===== src/rtl/proc_ctrl_defs.vh =====
// Shared host-side control definitions: run-controller state encodings and counter defaults.
// Include inside a package or module scope; it declares only localparams.
localparam logic [2:0] PC_ST_IDLE       = 3'd0;
localparam logic [2:0] PC_ST_WAIT_READY = 3'd1;
localparam logic [2:0] PC_ST_START      = 3'd2;
localparam logic [2:0] PC_ST_RUN        = 3'd3;
localparam logic [2:0] PC_ST_DONE       = 3'd4;

localparam int PC_DEF_CNT_W          = 32;
localparam int PC_DEF_TIMEOUT_CYCLES = 1_000_000;


===== src/rtl/processor_run_controller_pkg.sv =====
// Types for the processor run controller, built on the shared host-control encodings.
package processor_run_controller_pkg;
  `include "proc_ctrl_defs.vh"

  typedef enum logic [2:0] {
    S_IDLE       = PC_ST_IDLE,
    S_WAIT_READY = PC_ST_WAIT_READY,
    S_START      = PC_ST_START,
    S_RUN        = PC_ST_RUN,
    S_DONE       = PC_ST_DONE
  } state_t;
endpackage


===== src/rtl/processor_run_controller_sat_counter.sv =====
// Up-counter with synchronous clear and enable that sticks at all-ones.
module sat_counter #(
  parameter int W = 32
) (
  input  logic         clk,
  input  logic         rst,
  input  logic         clr,
  input  logic         en,
  output logic [W-1:0] q
);
  always_ff @(posedge clk) begin
    if (rst || clr) q <= '0;
    else if (en && (q != '1)) q <= q + W'(1);
  end
endmodule


===== src/rtl/processor_run_controller.sv =====
// Host-side start/done initiator for the processor: waits for ready, pulses startN low,
// waits for processDone, and reports cycle count, done pulse, timeout and run count.
module processor_run_controller
  import processor_run_controller_pkg::*;
#(
  parameter int CNT_W           = PC_DEF_CNT_W,
  parameter int TIMEOUT_CYCLES  = PC_DEF_TIMEOUT_CYCLES,
  parameter int START_PULSE_LEN = 1,
  parameter int RUN_CNT_W       = 16
) (
  input  logic                 clk,
  input  logic                 rst,
  input  logic                 run_req,
  input  logic                 processor_ready,
  input  logic                 processDone,
  output logic                 startN,
  output logic                 busy,
  output logic                 done,
  output logic                 timeout,
  output logic [CNT_W-1:0]     cycle_count,
  output logic [RUN_CNT_W-1:0] run_count
);
  localparam int              PW         = (START_PULSE_LEN > 1) ? $clog2(START_PULSE_LEN) : 1;
  localparam logic [PW-1:0]   PULSE_LAST = PW'(START_PULSE_LEN - 1);
  localparam logic [CNT_W-1:0] TMO_LAST  = CNT_W'(TIMEOUT_CYCLES - 1);

  state_t           r_state;
  state_t           w_next;
  logic [PW-1:0]    r_pulse;
  logic [CNT_W-1:0] w_timer;
  logic             w_timing;
  logic             w_expire;
  logic             w_tmo;
  logic             w_start_entry;
  logic             w_cc_en;

  // Timer value TMO_LAST means this edge is the one on which it reaches TIMEOUT_CYCLES.
  always_comb begin
    w_timing      = (r_state == S_WAIT_READY) || (r_state == S_START) || (r_state == S_RUN);
    w_expire      = (TIMEOUT_CYCLES != 0) && w_timing && (w_timer == TMO_LAST);
    w_cc_en       = (r_state == S_START) || (r_state == S_RUN);
    w_next        = r_state;
    w_tmo         = 1'b0;
    case (r_state)
      S_IDLE:       if (run_req) w_next = S_WAIT_READY;
      S_WAIT_READY: begin
        if (w_expire) begin
          w_next = S_DONE;
          w_tmo  = 1'b1;
        end else if (processor_ready && !processDone) begin
          w_next = S_START;
        end
      end
      S_START: begin
        if (w_expire) begin
          w_next = S_DONE;
          w_tmo  = 1'b1;
        end else if (r_pulse == PULSE_LAST) begin
          w_next = S_RUN;
        end
      end
      S_RUN: begin
        if (processDone) begin
          w_next = S_DONE;
        end else if (w_expire) begin
          w_next = S_DONE;
          w_tmo  = 1'b1;
        end
      end
      S_DONE:  w_next = S_IDLE;
      default: w_next = S_IDLE;
    endcase
    w_start_entry = (r_state == S_WAIT_READY) && (w_next == S_START);
  end

  always_ff @(posedge clk) begin
    if (rst) begin
      r_state   <= S_IDLE;
      r_pulse   <= '0;
      startN    <= 1'b1;
      busy      <= 1'b0;
      done      <= 1'b0;
      timeout   <= 1'b0;
      run_count <= '0;
    end else begin
      r_state <= w_next;
      r_pulse <= (r_state == S_START) ? r_pulse + PW'(1) : '0;
      startN  <= (w_next != S_START);
      busy    <= (w_next != S_IDLE);
      done    <= (w_next == S_DONE);
      if ((r_state == S_IDLE) && run_req) timeout <= 1'b0;
      else if (w_tmo)                     timeout <= 1'b1;
      if (w_next == S_DONE) run_count <= run_count + RUN_CNT_W'(1);
    end
  end

  sat_counter #(.W(CNT_W)) u_cycle (
    .clk (clk),
    .rst (rst),
    .clr (w_start_entry),
    .en  (w_cc_en),
    .q   (cycle_count)
  );

  sat_counter #(.W(CNT_W)) u_timer (
    .clk (clk),
    .rst (rst),
    .clr (r_state == S_IDLE),
    .en  (w_timing),
    .q   (w_timer)
  );
endmodule


===== config.mk =====
export PLATFORM = sky130hd
export DESIGN_NAME = processor_run_controller
export DESIGN_NICKNAME = d
export VERILOG_FILES = /design/src/rtl/processor_run_controller_pkg.sv /design/src/rtl/processor_run_controller_sat_counter.sv /design/src/rtl/processor_run_controller.sv
export VERILOG_INCLUDE_DIRS = /design/src /design/src/rtl
export SDC_FILE = /design/constraint.sdc
export NUM_CORES = 1
export LEC_CHECK = 0
export ABC_AREA = 1
export ABC_CLOCK_PERIOD_IN_PS = 1600
export BUFFER_PORTS_ARGS = -buffer_cell sky130_fd_sc_hd__buf_2
export CAP_MARGIN = 25
export CORE_MARGIN = 1
export CORE_UTILIZATION = 40
export CTS_CLUSTER_DIAMETER = 50
export DETAILED_ROUTE_END_ITERATION = 7
export PLACE_DENSITY = 0.6
export SETUP_SLACK_MARGIN = 0.02
export SYNTH_ARGS = -nofsm -noshare
export SYNTH_HDL_FRONTEND = slang
export SYNTH_SLANG_ARGS = --single-unit

===== constraint.sdc =====
create_clock -name clk -period 1.6 [get_ports clk]
set_input_delay 0.32 -clock clk [delete_from_list [all_inputs] [get_ports clk]]
set_output_delay 0.32 -clock clk [all_outputs]
set_load 0.005 [all_outputs]

==> results.json, run 1 <==
{
  "outcome": "finished with violations",
  "violations": "setup timing",
  "yosysSeqAreaShare_pct": 33.1,
  "drcViolationCount": 0,
  "slew_violations": 0,
  "power.internal_mw": 3.67,
  "cts_max_level": 3,
  "grt_max_degree": 28,
  "diodes": 0,
  "max-slew-margin-rel_pct": 76.2,
  "swShare_pct": 27.9,
  "tns_ps": -3300,
  "grt_pass1_wl_mm": 26.6,
  "track_usage_pct": 23.7,
  "path_cells": "ha_4, nand3_4, nor2_4, nand3_2, nor2_2, nand2_2, nand2_8, buf_6, buf_6, o21ai_1, a21oi_1",
  "drt_wl_total_mm": 17.4,
  "core_sq_um": 12800,
  "routabilityCongestion": 0.891,
  "hp-class": "in2reg",
  "ys_seq_elements": 88,
  "ir_worst_vdd_v": 0.000424,
  "clockRootBuffer": "clkbuf_16",
  "area_growth_pct": 56.6,
  "cp_common_cell": "buf_6",
  "hold_slack_ps": 297,
  "grt-ovfl-total": 0,
  "cp-end-kind": "flop",
  "max_freq_ghz": 0.583,
  "cts_hold_buf": 0,
  "clock_skew_ps": 8.90,
  "pwr-share-clk_pct": 40.3,
  "clkSinkCount": 88,
  "p_seq_share_pct": 43.6,
  "clk_latency_ps": 350,
  "numCtsBuffers": 9,
  "wire_per_inst_microns": 14.3,
  "leakagePower_nw": 3.60,
  "dieArea_sq_um": 13800,
  "syn_area_sq_um": 5320,
  "final_hold_viol_count": 0,
  "detailedRoute.firstPassIterationCount": 5,
  "num-nets-final": 1042,
  "via_per_inst": 5.04,
  "cts.reportedPaths.clkPinSlew_ps": 70,
  "syn_inst": 809,
  "fin_crit_sh_pct": 107,
  "max_stage_delay_ps": 360,
  "drive_gt1_share_pct": 44.5,
  "placement_rows": 41,
  "cts_tree": "built",
  "period_minus_slack_ps": 1720,
  "vias": 6107,
  "portBuffers": 56,
  "worst-setup-path-type": "reg2reg",
  "clk_path_buf_depth": 2,
  "p_per_area_nw_per_um2": 612,
  "yosysUniqueCellTypes": 37,
  "cp-start-kind": "flop",
  "syn_area_per_cell_sq_um": 6.57,
  "fp.dieW_microns": 117,
  "start_util_pct": 41.6,
  "ios": 57,
  "yosysWarnings": 0,
  "rsz0062_at_grt": "yes",
  "detailed_place_hpwl_mm": 11.7,
  "cp_data_arrival_time_ps": 1980,
  "drt_iter0_markers": 373,
  "cap_violations": 0,
  "cp_slowest_cell": "dfxtp_4",
  "p_switching_mw": 1.42,
  "fin_ws_ps": -116,
  "worst_slew_pin_slew_ps": 354,
  "grt_pass1_vias": 5477,
  "cp_max_fo": 7,
  "syn_nets": 817,
  "antenna_found_initial": 0,
  "pwr-share-comb_pct": 16.1,
  "worstPathRequired_ps": 1870,
  "setup_viol": 79,
  "ant_nets": 0,
  "die_h_microns": 117
}
critical path: cells and delay by family, from the launching register on:
family / cells / cell delay [ps]
AOI/OAI and AO/OA: 2 / 240
buffers and inverters: 2 / 230
DFF: 1 / 360
and+or+nand+nor: 6 / 660
adders and majority gates: 1 / 140
cell usage after synthesis:
master	number	area, sq um
a21oi_1	61	305
a21oi_2	8	70.1
a21oi_4	1	16.3
a31oi_1	1	6.26
buf_1	1	3.75
buf_12	1	20.0
buf_2	10	50.1
buf_4	3	22.5
buf_6	4	45.0
clkbuf_1	2	7.51
clkinv_1	1	3.75
dfxtp_1	88	1760
ha_1	3	37.5
inv_1	76	285
inv_2	5	18.8
nand2_1	231	867
nand2_2	11	68.8
nand2_4	1	11.3
nand2_8	1	20.0
nand3_1	46	230
nand3_2	3	30.0
nand3_4	1	17.5
nand3b_1	5	37.5
nand4_1	20	125
nor2_1	105	394
nor2_2	4	25.0
nor2_4	1	11.3
nor2_8	1	20.0
nor3_1	32	160
nor3_2	1	10.0
nor3b_1	6	45.0
nor4_1	1	6.26
o21ai_0	16	80.1
o21ai_1	1	5.00
o221ai_1	1	8.76
xnor2_1	11	96.3
xor2_1	45	394
stage by stage:
stage | utilization (%) | setup slack [ps] | power (mW) | instances | instance area (sq um)
floorplan | - | -38.2 | 2.58 | 809 | 5430
global placement | 54.3 | -144 | 2.79 | 1165 | 6930
detailed placement | 54.3 | -131 | 2.79 | 1165 | 6930
CTS | 59.1 | -70.9 | 4.90 | 1195 | 7550
global route | 65.2 | -191 | 5.27 | 1211 | 8330
finish | 65.2 | -116 | 5.09 | 1211 | 8330
power by group through the flow:
stage	Combinational [mW]	Clock, mW	Sequential [mW]
CTS	0.592	2.09	2.22
detailed placement	0.518	0	2.27
floorplan	0.310	0	2.27
finish	0.819	2.05	2.22
global placement	0.517	0	2.27
global route	0.866	2.18	2.22
cell type report:
class                      instances  area [sq um]
clock inverter                     6          41.3
clock buffer                      10           239
timing repair inverter             1          7.51
fill                            1088          4450
tap                              172           215
timing repair buffer             233          1860
sequential                        88          1810
inverter                          82           323
multi-input combinational        619          3830
cells by family after synthesis:
| group | synth area share, % |
|---|---|
| XOR/XNOR | 9.22 |
| flip-flops | 33.1 |
| adder cells (fa/ha/maj) | 0.706 |
| AO/OA/AOI/OAI | 9.25 |
| AND/OR/NAND/NOR | 39.1 |
| buffers and inverters | 8.59 |
worst paths after layout:
kind                      from      endpoint  slack (ps)  depth (start not counted)
hold reg to reg   u_timer.q[7]  u_timer.q[7]         480                          2
hold / removal         run_req        startN         300                          3
setup reg to reg  u_cycle.q[1]  u_cycle.q[6]        -120                         11
setup / recovery  u_cycle.q[1]  u_cycle.q[6]        -120                         11
cells in the final DEF, fill, tap and decap left out, drive strengths merged, types with 20 or more instances in the layout:
master and instances:
a21oi 70, buf 228, dfxtp 88, inv 84, nand2 245, nand3 50, nand4 20, nor2 111
nor3 33, xor2 45
metal layers:
metal  GRT usage, %  vias to the layer above  wire length, microns  share of wire (%)
met5              0                        -                     0                  0
met4           7.95                        0                   418                2.4
met3           3.36                       34                   821                4.7
met2           37.8                      178                  8280                 48
met1           32.6                     2848                  7860                 45
li1               -                     3047                     -                  -
what timing repair did:
action | 4_1_cts | 5_1_grt
endpoints found under the setup margin | 83 | 86
resized for setup | 65 | 175
buffers inserted | 9 | 10
cloned | 5 | 6
pin swaps | 17 | 52
sequential cells by signal, summed over array words and instances (netlist names):
| name | count |
|---|---|
| startN | 1 |
| done | 1 |
| busy | 1 |
| timeout | 1 |
| r_state | 3 |
| r_pulse | 1 |
| run_count | 16 |
| u_timer.q | 32 |
| u_cycle.q | 32 |
Power figures use the tool's default switching activity.
==> run 2, diff against run 1 <==
--- a/config.mk
+++ b/config.mk
@@ -15,7 +15,7 @@
 export CTS_CLUSTER_DIAMETER = 50
 export DETAILED_ROUTE_END_ITERATION = 7
 export PLACE_DENSITY = 0.6
-export SETUP_SLACK_MARGIN = 0.02
+export SETUP_SLACK_MARGIN = 0.3
 export SYNTH_ARGS = -nofsm -noshare
 export SYNTH_HDL_FRONTEND = slang
 export SYNTH_SLANG_ARGS = --single-unit
==> run 2 against run 1 <==
The run still ends with setup timing left. Fmax up 0.41%. Sequential share of layout area fell by 0.79 points. Wire length is 1.6% higher. Critical path depth grew 1. Critical path type unchanged. Final cell count decreased by 0.91%. Combinational power rose by 17%. Non-clock buffer count fell by 12. Sequential power about the same. Setup slack improved by 7.0 ps. Global-route usage increased by 1.6 points. Clock power increased by 3%. Sequential cell count stayed put.
==> results.json, run 2 (synthesis results as in run 1) <==
{
  "outcome": "finished with violations",
  "violations": "setup timing",
  "period_minus_slack_ps": 1710,
  "dieArea_sq_um": 13800,
  "antenna_found_initial": 0,
  "numCtsBuffers": 9,
  "path_buf_inv": 2,
  "diodes": 0,
  "worst_slew_pin_slew_ps": 342,
  "detailed_place_hpwl_mm": 11.3,
  "ir_worst_vdd_v": 0.000639,
  "max-slew-margin-rel_pct": 77.1,
  "wire_per_inst_microns": 14.7,
  "cts_tree": "built",
  "via_per_inst": 5.06,
  "clk_path_buf_depth": 2,
  "final_cell_mix": "nand2_1, buf_4, nor2_1, inv_1, buf_2",
  "ios": 57,
  "cp-end-kind": "flop",
  "cp_slowest_cell": "dfxtp_4",
  "fin_crit_sh_pct": 107,
  "worstPathRequired_ps": 1840,
  "grt_pass1_wl_mm": 28.4,
  "detailedRoute.firstPassIterationCount": 5,
  "cts_max_level": 3,
  "dpl_worst_slack_ps": -194,
  "p_per_area_nw_per_um2": 605,
  "p_total_mw": 5.28,
  "num-nets-final": 1031,
  "portBuffers": 56,
  "leakagePower_nw": 3.81,
  "grt_max_degree": 30,
  "routabilityCongestion": 0.884,
  "clockRootBuffer": "clkbuf_16",
  "clock_skew_ps": 6.26,
  "cts.reportedPaths.clkPinSlew_ps": 60,
  "cp-start-kind": "flop",
  "start_util_pct": 41.6,
  "reg_top3": "u_cycle.q (32), u_timer.q (32), run_count (16)",
  "cap_violations": 0,
  "path_cells": "ha_4, nand3_4, nor2_4, nand3_4, nor2_1, nand2_1, nand2_2, buf_12, buf_12, nor2_1, xnor2_1, nor2_1",
  "grt_pass1_vias": 5930,
  "cp_data_arrival_time_ps": 1940,
  "hp-class": "in2reg",
  "drt_iter0_markers": 357,
  "area_growth_pct": 64.1,
  "max_stage_delay_ps": 360,
  "clk_latency_ps": 350,
  "fin_ws_ps": -109,
  "cp_max_fo": 6,
  "reg2reg_setup_slack_ps": -110,
  "dpl.cell_count": 1142,
  "drcViolationCount": 0,
  "slew_violations": 0,
  "grt-ovfl-total": 0,
  "worst-setup-path-type": "reg2reg",
  "cts_hold_buf": 0,
  "setup_viol": 75,
  "final_hold_viol_count": 0,
  "vias": 6066,
  "cp_common_cell": "nor2_1",
  "track_usage_pct": 25.3,
  "placement_rows": 41,
  "max_freq_ghz": 0.585,
  "crit_family": "simple AND/OR/NAND/NOR gates",
  "final_common_cell": "nand2_1",
  "drt_wl_total_mm": 17.7,
  "clkSinkCount": 88,
  "rsz0062_at_grt": "yes",
  "drive_gt1_share_pct": 48.1,
  "fp.dieW_microns": 117,
  "core_sq_um": 12800,
  "final_cells": 1200,
  "die_h_microns": 117,
  "ant_nets": 0
}
run 2: cell count changes in the layout (fill, tap and decap cells not counted), sizes merged:
cell,change
bufinv,+1
nand2,+2
clkinvlp,-2
buf,-10
inv,-3
clkinv,+1
run 2: stage by stage:
step | util, % | hold slack (ps) | area [sq um] | TNS (ps)
finish | 68.3 | 190 | 8730 | -3920
global placement | 52.8 | 483 | 6750 | -6910
floorplan | - | 382 | 5460 | -530
global route | 68.3 | 195 | 8730 | -11520
CTS | 62.8 | 169 | 8020 | -1330
detailed placement | 52.8 | 489 | 6750 | -7320
run 2: layout make-up:
cell class	count	area (sq um)
fill	992	4050
multi-input combinational	621	4110
clock inverter	4	45.0
inverter	82	342
sequential	88	1830
timing repair buffer	221	1950
tap	172	215
clock buffer	12	236
run 2: final timing paths:
check                                     end  depth (start not counted)         start
worst max-delay path            u_cycle.q[18]                         12  u_cycle.q[1]
worst min register to register   run_count[2]                          2  run_count[2]
worst max register to register  u_cycle.q[18]                         12  u_cycle.q[1]
worst min-delay path               r_state[2]                          2           rst
run 2: repair_timing:
| item | 4_1_cts | 5_1_grt |
|---|---|---|
| endpoints found under the hold margin | 0 | 0 |
| pin swaps | 61 | 53 |
| endpoints found under the setup margin | 90 | 97 |
| resized for setup | 163 | 164 |
| buffers inserted | 18 | 9 |
| gates cloned | 12 | 3 |
run 2: metal layers:
| metal | track usage, % | share of wire (%) | up-vias |
|---|---|---|---|
| li1 | - | - | 3022 |
| met1 | 31.4 | 44 | 2864 |
| met4 | 8.69 | 2.1 | 0 |
| met3 | 4.57 | 4.0 | 30 |
| met2 | 43.6 | 50 | 150 |
| met5 | 0 | 0 | - |
run 2: power by group:
part           switching, mW  internal, mW
Clock                  0.902          1.21
Sequential            0.0150          2.20
Combinational          0.506         0.452
Total                   1.42          3.86
run 2: worst reg2reg max path, delay by kind of cell, from the launching register on:
family | cells | cell delay (ps)
AND/OR/NAND/NOR | 8 | 660
flip-flops | 1 | 360
buffers and inverters | 2 | 290
XOR/XNOR | 1 | 160
adder cells (fa/ha/maj) | 1 | 140
